[config.mk]
export PLATFORM = sky130hd
export DESIGN_NAME = uart_tx_arbiter
export DESIGN_NICKNAME = d
export VERILOG_FILES = /design/src/rtl/uart_tx_arbiter.sv
export SDC_FILE = /design/constraint.sdc
export NUM_CORES = 1
export LEC_CHECK = 0
export CAP_MARGIN = 0
export CORE_MARGIN = 8
export CORE_UTILIZATION = 25
export DETAILED_ROUTE_END_ITERATION = 6
export HOLD_SLACK_MARGIN = 0.03
export PLACE_DENSITY = 0.54
export RECOVER_POWER = 100
export SLEW_MARGIN = 30
export SYNTH_ARGS = -nofsm -noshare
export SYNTH_HDL_FRONTEND = slang
export SYNTH_SLANG_ARGS = --single-unit
[constraint.sdc]
create_clock -name clk -period 1.5 [get_ports clk]
set_input_delay 0.45 -clock clk [delete_from_list [all_inputs] [get_ports clk]]
set_output_delay 0.45 -clock clk [all_outputs]
set_load 0.005 [all_outputs]
[src/rtl/uart_tx_arbiter.sv]
// uart_tx_arbiter: round-robin, packet-locked arbiter feeding one UART transmitter from four byte sources.
// Define UART_ARB_TIMEOUT_EN to enable the WAIT_DONE watchdog and the sticky timeout_err flag.
`timescale 1ns/1ps
module uart_tx_arbiter #(
  parameter int unsigned GAP_CYCLES     = 2,
  parameter int unsigned TIMEOUT_CYCLES = 20000
) (
  input  logic        clk,
  input  logic        rst_n,
  input  logic [3:0]  req_valid,
  input  logic [3:0]  req_last,
  input  logic [31:0] req_data,
  output logic [3:0]  req_ready,
  output logic [3:0]  grant,
  output logic        busy,
  output logic [7:0]  tx_data,
  output logic        tx_valid,
  input  logic        tx_done,
  output logic        timeout_err
);

  localparam int unsigned GW = (GAP_CYCLES > 1) ? $clog2(GAP_CYCLES) : 1;

  typedef enum logic [1:0] {
    IDLE      = 2'd0,
    LOAD      = 2'd1,
    WAIT_DONE = 2'd2,
    GAP       = 2'd3
  } state_t;

  state_t          state, state_nxt;
  logic [1:0]      idx, idx_nxt;
  logic [1:0]      last_grant, last_grant_nxt;
  logic            pkt_last, pkt_last_nxt;
  logic [GW-1:0]   gap_cnt, gap_cnt_nxt;
  logic [3:0]      grant_nxt;
  logic [3:0]      ready_nxt;
  logic [7:0]      tx_data_nxt;
  logic            tx_valid_nxt;
  logic [1:0]      pick_c;
  logic            found_c;

`ifdef UART_ARB_TIMEOUT_EN
  localparam int unsigned TW = (TIMEOUT_CYCLES > 1) ? $clog2(TIMEOUT_CYCLES) : 1;
  logic [TW-1:0]   to_cnt, to_cnt_nxt;
  logic            timeout_nxt;
`else
  logic            unused_timeout;
  assign unused_timeout = ^TIMEOUT_CYCLES;
  assign timeout_err    = 1'b0;
`endif

  // Round-robin search starting one past the previous owner.
  always_comb begin
    pick_c  = last_grant;
    found_c = 1'b0;
    for (int k = 1; k <= 4; k++) begin
      if (!found_c && req_valid[last_grant + 2'(k)]) begin
        pick_c  = last_grant + 2'(k);
        found_c = 1'b1;
      end
    end
  end

  // Next-state and next-output logic.
  always_comb begin
    state_nxt      = state;
    idx_nxt        = idx;
    last_grant_nxt = last_grant;
    pkt_last_nxt   = pkt_last;
    gap_cnt_nxt    = gap_cnt;
    grant_nxt      = grant;
    ready_nxt      = '0;
    tx_data_nxt    = tx_data;
    tx_valid_nxt   = tx_valid;
`ifdef UART_ARB_TIMEOUT_EN
    to_cnt_nxt     = to_cnt;
    timeout_nxt    = timeout_err;
`endif
    unique case (state)
      IDLE: begin
        grant_nxt = '0;
        if (found_c) begin
          idx_nxt   = pick_c;
          grant_nxt = 4'b0001 << pick_c;
          state_nxt = LOAD;
        end
      end
      LOAD: begin
        if (req_valid[idx]) begin
          tx_data_nxt    = req_data[{idx, 3'b000} +: 8];
          tx_valid_nxt   = 1'b1;
          pkt_last_nxt   = req_last[idx];
          ready_nxt[idx] = 1'b1;
          state_nxt      = WAIT_DONE;
`ifdef UART_ARB_TIMEOUT_EN
          to_cnt_nxt     = '0;
`endif
        end
      end
      WAIT_DONE: begin
        if (tx_done) begin
          tx_valid_nxt = 1'b0;
          gap_cnt_nxt  = '0;
          state_nxt    = GAP;
        end
`ifdef UART_ARB_TIMEOUT_EN
        // Abandon the packet; the owner still counts as served for rotation.
        else if (to_cnt == TW'(TIMEOUT_CYCLES - 1)) begin
          tx_valid_nxt   = 1'b0;
          timeout_nxt    = 1'b1;
          last_grant_nxt = idx;
          grant_nxt      = '0;
          state_nxt      = IDLE;
        end else begin
          to_cnt_nxt = to_cnt + TW'(1);
        end
`endif
      end
      GAP: begin
        if (!tx_done) begin
          if (32'(gap_cnt) + 32'd1 >= GAP_CYCLES) begin
            if (pkt_last) begin
              last_grant_nxt = idx;
              grant_nxt      = '0;
              state_nxt      = IDLE;
            end else begin
              state_nxt = LOAD;
            end
          end else begin
            gap_cnt_nxt = gap_cnt + GW'(1);
          end
        end
      end
      default: state_nxt = IDLE;
    endcase
  end

  // State and registered outputs.
  always_ff @(posedge clk or negedge rst_n) begin
    if (!rst_n) begin
      state      <= IDLE;
      idx        <= '0;
      last_grant <= 2'd3;
      pkt_last   <= 1'b0;
      gap_cnt    <= '0;
      grant      <= '0;
      req_ready  <= '0;
      busy       <= 1'b0;
      tx_data    <= '0;
      tx_valid   <= 1'b0;
    end else begin
      state      <= state_nxt;
      idx        <= idx_nxt;
      last_grant <= last_grant_nxt;
      pkt_last   <= pkt_last_nxt;
      gap_cnt    <= gap_cnt_nxt;
      grant      <= grant_nxt;
      req_ready  <= ready_nxt;
      busy       <= (state_nxt != IDLE);
      tx_data    <= tx_data_nxt;
      tx_valid   <= tx_valid_nxt;
    end
  end

`ifdef UART_ARB_TIMEOUT_EN
  // Watchdog counter and sticky error flag.
  always_ff @(posedge clk or negedge rst_n) begin
    if (!rst_n) begin
      to_cnt      <= '0;
      timeout_err <= 1'b0;
    end else begin
      to_cnt      <= to_cnt_nxt;
      timeout_err <= timeout_nxt;
    end
  end
`endif

endmodule

Word level (Yosys, flattened, before mapping)
Cells that the tools add are included.

RAM bits: 0. Word-level logic and storage cells: 94. Input port bits: 43. Memory bits (read-only): 0. Memories: 0. Output and inout bits: 19. Bits in registers: 26. Bits in latches: 0.

Reduce and logical (&&, ||, !) cells: 18. Eq/ne operators: 9. $add $sub $neg: 5. Shifts and indexed selects: 2. Div/mod/pow operators: 0. Mux-type cells: 42. Bitwise operators: 1. $mul: 0. Magnitude comparators: 7.

Operator list (number): 32-bit by 6-bit variable part select with 8-bit output (1); 4-bit two-way mux (6); 2-bit two-way mux (9); 1-bit two-way mux (16); 2-bit by 3-bit < comparator with 1-bit output (second input constant) (5); 1-bit binary-select mux with 2-bit select (6); 2-bit != test (second input constant) (6); 4-bit AND reduction (3); 2-bit one-hot mux with 4 select lines (1); 4-bit one-hot mux with 2 select lines (1); 2-bit nonzero test (4); 2-bit adder (second input constant) (2); 2-bit equality test (second input constant) (2); 1-bit logical AND (4); 1-bit one-hot mux with 2 select lines (2); 2-bit AND reduction (2); 1-bit by 2-bit << shifter with 4-bit output (first input constant) (1); 1-bit logical NOT (3); 3-bit AND reduction (1); 1-bit by 1-bit adder with 2-bit output (second input constant) (1); 2-bit by 1-bit adder with 2-bit output (second input constant) (1); 1-bit demux with 2-bit select (1); 2-bit by 1-bit equality test with 1-bit output (second input constant) (1); 2-bit by 1-bit >= comparator with 1-bit output (second input constant) (1); other kinds (4) (4).

Longest topological paths before layout
Gate-level depths: netlist of run 1.

Word-level depth: 16. Mapped depth: 6. Depth with buffers taken out: 4.

Worst setup path before layout of run 1
No wires, ideal clock.

Kind: reg-to-reg. From: register idx[1]. To: register tx_data[1]. Library setup time: 125 ps. Required time: 1375 ps. Stages on the path, launching flop included: 6. Path buffers: 2. Arrival time: 1541 ps. Slack: -165 ps. Clock period less this slack: 1665 ps. Cells stage by stage: dfrtp_1 > buf_6 > mux4_2 > nand3_2 > buf_8 > mux2_2.

Word-level cells in the longest chain between the ends: 3. Elaborated cells between the ends (all ways): 4. Those cells by class: shift (1); mux (2); reduce/logical (1).

RTL lines: start: declaration (line 32) `logic [1:0] idx, idx_nxt;`; start signal: assignment (line 154) `idx <= idx_nxt;`; parallel branches: the longest is 3 deep, another holds 32-bit by 6-bit variable part select with 8-bit output; end signal: assignment (line 161) `tx_data <= tx_data_nxt;`; end: declaration (line 16) `output logic [7:0] tx_data,`.

Parallel ways; which one is timed is not known. The select of a mux whose other input is x is not followed. A chain may end at the register's enable or synchronous reset.

Final worst setup path of run 1
From: register idx[1]. To: register tx_data[6].

The elaborated chain is that of the path after synthesis.

==> results of run 1 <==
layout make-up:
cell class              count  share of cell area
multi-input cells          68               0.318
repair buffers             81               0.325
inverters                   4             0.00670
well taps                  70              0.0391
clock buffers               4              0.0201
flip-flops and latches     26               0.291
routing by layer:
metal / share of wire / vias to the layer above
met5: 0 / -
met4: 0.015 / 0
met3: 0.053 / 4
met2: 0.56 / 31
met1: 0.37 / 601
li1: - / 546
synthesized netlist by cell type, types with 3 or more instances:
library cell   n
nand2_1        7
dfrtp_1       24
mux4_2         8
nor2_1         7
inv_1          3
a21oi_1        4
mux2_2        11
nor3_1         3
critical path: cells and delay by family, from the launching register on:
family	cells	cell delay [ns]
multiplexers	2	0.90
flip-flops	1	0.38
AND/OR/NAND/NOR	1	0.20
path summary, 6_finish.rpt:
kind	startpoint	to	slack, ns	cells after the start
worst min-delay path	tx_data[5]	tx_data[5]	0.51	1
worst min register to register	tx_data[5]	tx_data[5]	0.51	1
max in group asynchronous	rst_n	req_ready[0]	0.34	2
worst max-delay path	idx[1]	tx_data[6]	-0.09	3
worst max register to register	idx[1]	tx_data[6]	-0.09	3
min in group asynchronous	rst_n	tx_data[2]	0.72	2
power groups by stage:
stage               logic [W]  registers [W]  clock network, W
floorplan             0.00113        0.00118                 0
global placement      0.00184        0.00124                 0
detailed placement    0.00187        0.00126                 0
CTS                   0.00192        0.00124          0.000422
global route          0.00209        0.00130          0.000459
finish                0.00191        0.00124          0.000411
registers in the layout, indices dropped and copies added (netlist names):
| signal | flops |
|---|---|
| tx_data | 8 |
| req_ready | 4 |
| last_grant | 2 |
| grant | 4 |
| busy | 1 |
| tx_valid | 1 |
| pkt_last | 1 |
| state | 2 |
| gap_cnt | 1 |
| idx | 2 |
cells by family after synthesis:
family,count (synthesis)
simple gates,29
flops,26
mux,21
compound gates,16
buf+inv,11
other cells,1
timing repair:
item	in CTS	in global routing
setup buffers	6	2
cloned	1	0
resized for setup	41	5
pin swaps	3	3
setup endpoints to repair	42	21
through the flow:
| step | TNS (ns) | setup slack, ns |
|---|---|---|
| finish | -0.961 | -0.0930 |
| global route | -2.42 | -0.166 |
| CTS | -1.16 | -0.120 |
| detailed placement | -12.64 | -0.622 |
| global placement | -12.10 | -0.588 |
| floorplan | -1.13 | -0.155 |
==> flow_summary_export.csv, run 1 <==
group,metric,value,unit
status,status,"complete, but fails checks",
status,violations,"setup timing",
critical_path,cp_data_required_time,1.65,ns
layout,fin_cells,253,
synth,synth_top_family_by_area,"multiplexers",
synth,yosysTopAreaCell,"dfrtp_1",
placement,placed_area,0.00214,mm²
detailed_routing,drtIter0Drc,23,
sta,setup_viol,14,
floorplanning,die-width,89.4,µm
critical_path,cp-start-kind,"flop",
power_and_ir_drop,p_int,0.00236,W
critical_path,arrival,1.75,ns
critical_path,cp_max_fo,6,
detailed_routing,wl,4.23,mm
sta,holdWs,0.510,ns
synth,yosys.area_share.adder,0,
sta,max_freq,628,MHz
synth,synthXorXnorAreaFrac,0,
layout,syn_to_final_growth,66.4,%
layout,layout_commonest_cell,"clkdlybuf4s50_1",
clocking,cts_buffers,3,
critical_path,critical_path_class,"reg2reg",
synth,synthDominantCellAreaShare,0.446,
synth,ys_ff_latch,26,
power_and_ir_drop,p_clk_frac,0.115,
grt,grt_max_degree,27,
clocking,hold_buffers,0,
sta,slew-limit-headroom,0.562,
grt,grt_use_total,0.106,
detailed_routing,vias,1182,
power_and_ir_drop,power,0.00357,W
synth,synth_compound_area_frac,0.0854,
placement,gp_congestion,0.717,
layout,diodes,0,
floorplanning,die_h,89.4,µm
synth,synth.area.mux_share,0.265,
placement,dp_cells,240,
grt,grt_pass1_vias,1319,
critical_path,crit_path_end_kind,"flop",
power_and_ir_drop,p_sw_frac,0.338,
clocking,clkTransAtPathRegs,0.10,ns
clocking,cts_buffer_depth,2,
power_and_ir_drop,comb_power_share,0.536,
synth,async_flop_share,1.00,
sta,finalMaxSlewViolations,0,
clocking,clk-insertion-delay-late,0.27,ns
power_and_ir_drop,seq_power_share,0.349,
grt,gr-total-overflow,0,
synth,synth_simple_gate_area_frac,0.113,
power_and_ir_drop,power.density,1590,mW/mm²
layout,regArea,653,µm²
layout,mostFrequentLayoutCells,"clkdlybuf4s50_1, dfrtp_1, dlygate4sd2_1",
synth,ys_warn_count,0,
critical_path,cp_slowest_stage_delay,0.58,ns
layout,multi_input_area,712,µm²
layout,fin_nets,227,
grt,gr-usage-met3,0.0248,
power_and_ir_drop,vdd_drop_max,0.000742,V
layout,layout-drive-gt1-share,0.333,
detailed_routing,routedWlPerCell,16.7,µm
grt,grt_first_pass_wirelength,6.47,mm
synth,synthFlopType,"dfrtp_1",
clocking,cts_tree,"built",
sta,rsz0062_at_grt,"true",
clocking,cts_max_level,1,
sta,layout_min_cycle_time,1.59,ns
synth,netlist-cell-type-count,35,
placement,dp_hpwl,3.21,mm
layout,post-route-util,0.436,
power_and_ir_drop,p_leak,1.02,nW
detailed_routing,drc,0,
detailed_routing,ant_nets,0,
grt,antenna_found_initial,0,
sta,layout_setup_ws,-0.0930,ns
floorplanning,initial_core_util,0.262,
power_and_ir_drop,power_switching,0.00121,W
synth,synthTopCellsByArea,"dfrtp_1, mux4_2, mux2_2",
floorplanning,rows,26,
grt,top_usage_layer,"met2",
grt,use_met2,0.192,
sta,hold_violations,0,
detailed_routing,first_pass_iters,5,
sta,finalClockSkew,0.0103,ns
layout,final_area,0.00224,mm²
synth,syn_nets,147,
synth,synth-edff-count,0,
worst_hold_path,hp-class,"reg2reg",
sta,fin_crit_sh,1.06,
synth,ys_seq_area_frac,0.485,
critical_path,worst_path_max_delay_cell,"mux4_2",
grt,grtUsageMet1,0.119,
synth,avgSynthCellArea,13.0,µm²
floorplanning,ioPinCount,62,
clocking,cts_num_sinks,26,
placement,port_buffers,60,
synth,synth_cells,104,
sta,tightest_slew,0.658,ns
critical_path,cp_cell_sequence,"mux4_2, nand3_4, mux2_4",
clocking,cts_root_buf,"clkbuf_8",
synth,netlist_area,0.00135,mm²
floorplanning,core,0.00514,mm²
floorplanning,dieArea,0.00800,mm²
layout,fillCellCount,521,
run,cap_violations,0,
detailed_routing,viasPerCell,4.67,
Power figures use the tool's default switching activity.
==> inputs of run 2 (changes only) <==
- CTS_BUF_LIST: default -> sky130_fd_sc_hd__clkbuf_8
- SLEW_MARGIN: 30 -> 20
==> flow_summary_export.csv, run 2 (same netlist as run 1, synthesis figures left out) <==
group,metric,value,unit
sta,max_freq,628,MHz
critical_path,path_depth,3,
critical_path,cp_cell_sequence,"mux4_2, nand3_4, mux2_4",
power_and_ir_drop,power,0.00356,W
floorplanning,initial_core_util,0.262,
layout,fin_nets,227,
critical_path,cp-start-kind,"flop",
critical_path,r2r_start,"idx[1]",
grt,antenna_found_initial,0,
clocking,cts_num_sinks,26,
power_and_ir_drop,p_clk_frac,0.114,
detailed_routing,first_pass_iters,5,
grt,grt_use_total,0.106,
layout,mostFrequentLayoutCells,"clkdlybuf4s50_1, dfrtp_1, dlygate4sd2_1",
detailed_routing,vias,1182,
floorplanning,rows,26,
sta,hold_violations,0,
sta,finalMaxSlewViolations,0,
placement,gp_congestion,0.717,
clocking,clkTransAtPathRegs,0.10,ns
floorplanning,die_h,89.4,µm
power_and_ir_drop,p_sw_frac,0.339,
clocking,hold_buffers,0,
critical_path,arrival,1.75,ns
layout,largestRegisters,"tx_data x8, grant x4, req_ready x4",
run,cap_violations,0,
critical_path,cp_max_fo,6,
layout,top_register,"tx_data",
clocking,cts_tree,"built",
floorplanning,ioPinCount,62,
power_and_ir_drop,vdd_drop_max,0.000742,V
critical_path,crit_end,"tx_data[6]",
placement,port_buffers,60,
grt,grt_max_degree,27,
critical_path,rrSetupSlack,-0.09,ns
critical_path,cp_data_required_time,1.65,ns
grt,grt_pass1_vias,1319,
detailed_routing,drc,0,
power_and_ir_drop,seq_power_share,0.349,
layout,diodes,0,
critical_path,critPathBufInv,0,
layout,largest_reg_flops,8,
critical_path,rr_endpoint,"tx_data[6]",
clocking,cts_max_level,1,
clocking,cts_buffers,3,
sta,fin_crit_sh,1.06,
status,status,"complete, but fails checks",
grt,grt_first_pass_wirelength,6.47,mm
placement,dp_hpwl,3.21,mm
worst_hold_path,hp-class,"reg2reg",
power_and_ir_drop,power_switching,0.00121,W
sta,slew-limit-headroom,0.562,
critical_path,crit_family,"multiplexers",
critical_path,cp_slowest_stage_delay,0.58,ns
critical_path,critical_path_class,"reg2reg",
status,violations,"setup timing",
sta,finalClockSkew,0.0106,ns
layout,post-route-util,0.436,
critical_path,worst_path_max_delay_cell,"mux4_2",
sta,layout_setup_ws,-0.0930,ns
detailed_routing,drtIter0Drc,23,
critical_path,r2r_cells,3,
critical_path,crit_path_end_kind,"flop",
sta,rsz0062_at_grt,"true",
detailed_routing,viasPerCell,4.67,
layout,syn_to_final_growth,66.4,%
power_and_ir_drop,power.density,1590,mW/mm²
clocking,cts_root_buf,"clkbuf_8",
clocking,cts_buffer_depth,2,
power_and_ir_drop,comb_power_share,0.537,
sta,layout_min_cycle_time,1.59,ns
sta,setup_viol,14,
layout,layout_commonest_cell,"clkdlybuf4s50_1",
power_and_ir_drop,p_leak,1.02,nW
critical_path,worstSetupStartpoint,"idx[1]",
floorplanning,core,0.00514,mm²
sta,tightest_slew,0.658,ns
detailed_routing,wl,4.24,mm
grt,gr-total-overflow,0,
power_and_ir_drop,p_int,0.00235,W
floorplanning,dieArea,0.00800,mm²
layout,layout-drive-gt1-share,0.333,
detailed_routing,ant_nets,0,
floorplanning,die-width,89.4,µm
clocking,clk-insertion-delay-late,0.27,ns
detailed_routing,routedWlPerCell,16.7,µm
-- run 2: what timing repair did --
action	in CTS	in global routing
endpoints found under the hold margin	0	0
endpoints found under the setup margin	42	21
resized for setup	41	5
setup buffers	6	2
pin swaps	3	3
cloned	1	0
-- run 2: area by class of cell --
type | count | area [µm²]
fill | 521 | 2900
clock inverter | 1 | 3.75
multi-input combinational | 68 | 712
timing repair buffer | 81 | 729
clock buffer | 3 | 41.3
tap | 70 | 87.6
inverter | 4 | 15.0
sequential | 26 | 653
-- run 2: metal layers --
layer	track usage	up-vias	part of all wire
met5	0	-	0
met4	0.0332	0	0.015
met3	0.0248	4	0.053
met2	0.192	31	0.56
met1	0.119	601	0.37
li1	-	546	-
-- run 2: how the worst min path moves through the flow --
stage | endpoint | depth (start not counted) | start
after global routing | tx_data[5] | 1 | tx_data[5]
after CTS | tx_data[5] | 1 | tx_data[5]
after global placement | grant[2] | 1 | grant[2]
after floorplan | busy | 0 | rst_n
after detailed placement | grant[2] | 1 | grant[2]
final | tx_data[5] | 1 | tx_data[5]
-- run 2: stage by stage --
stage	hold WS [ns]	TNS, ns	area (µm²)	instances	setup slack (ns)
global route	0.534	-2.42	2240	253	-0.166
global placement	0.489	-12.10	2140	240	-0.588
finish	0.510	-0.958	2240	253	-0.0930
detailed placement	0.492	-12.64	2140	240	-0.622
floorplan	0.154	-1.13	1390	104	-0.155
CTS	0.514	-1.16	2230	251	-0.120
-- run 2: power groups by stage --
stage / sequential [W] / clock (W) / combinational [W]
2_1_floorplan: 0.00118 / 0 / 0.00113
3_3_place_gp: 0.00124 / 0 / 0.00184
3_5_place_dp: 0.00126 / 0 / 0.00187
4_1_cts: 0.00124 / 0.000416 / 0.00192
5_1_grt: 0.00130 / 0.000452 / 0.00209
6_report: 0.00124 / 0.000405 / 0.00191
-- run 2: worst register-to-register path: cells and delay by family, from the launching register on --
family | cells | cell delay [ns]
flip-flops | 1 | 0.38
multiplexers | 2 | 0.90
AND/OR/NAND/NOR | 1 | 0.20
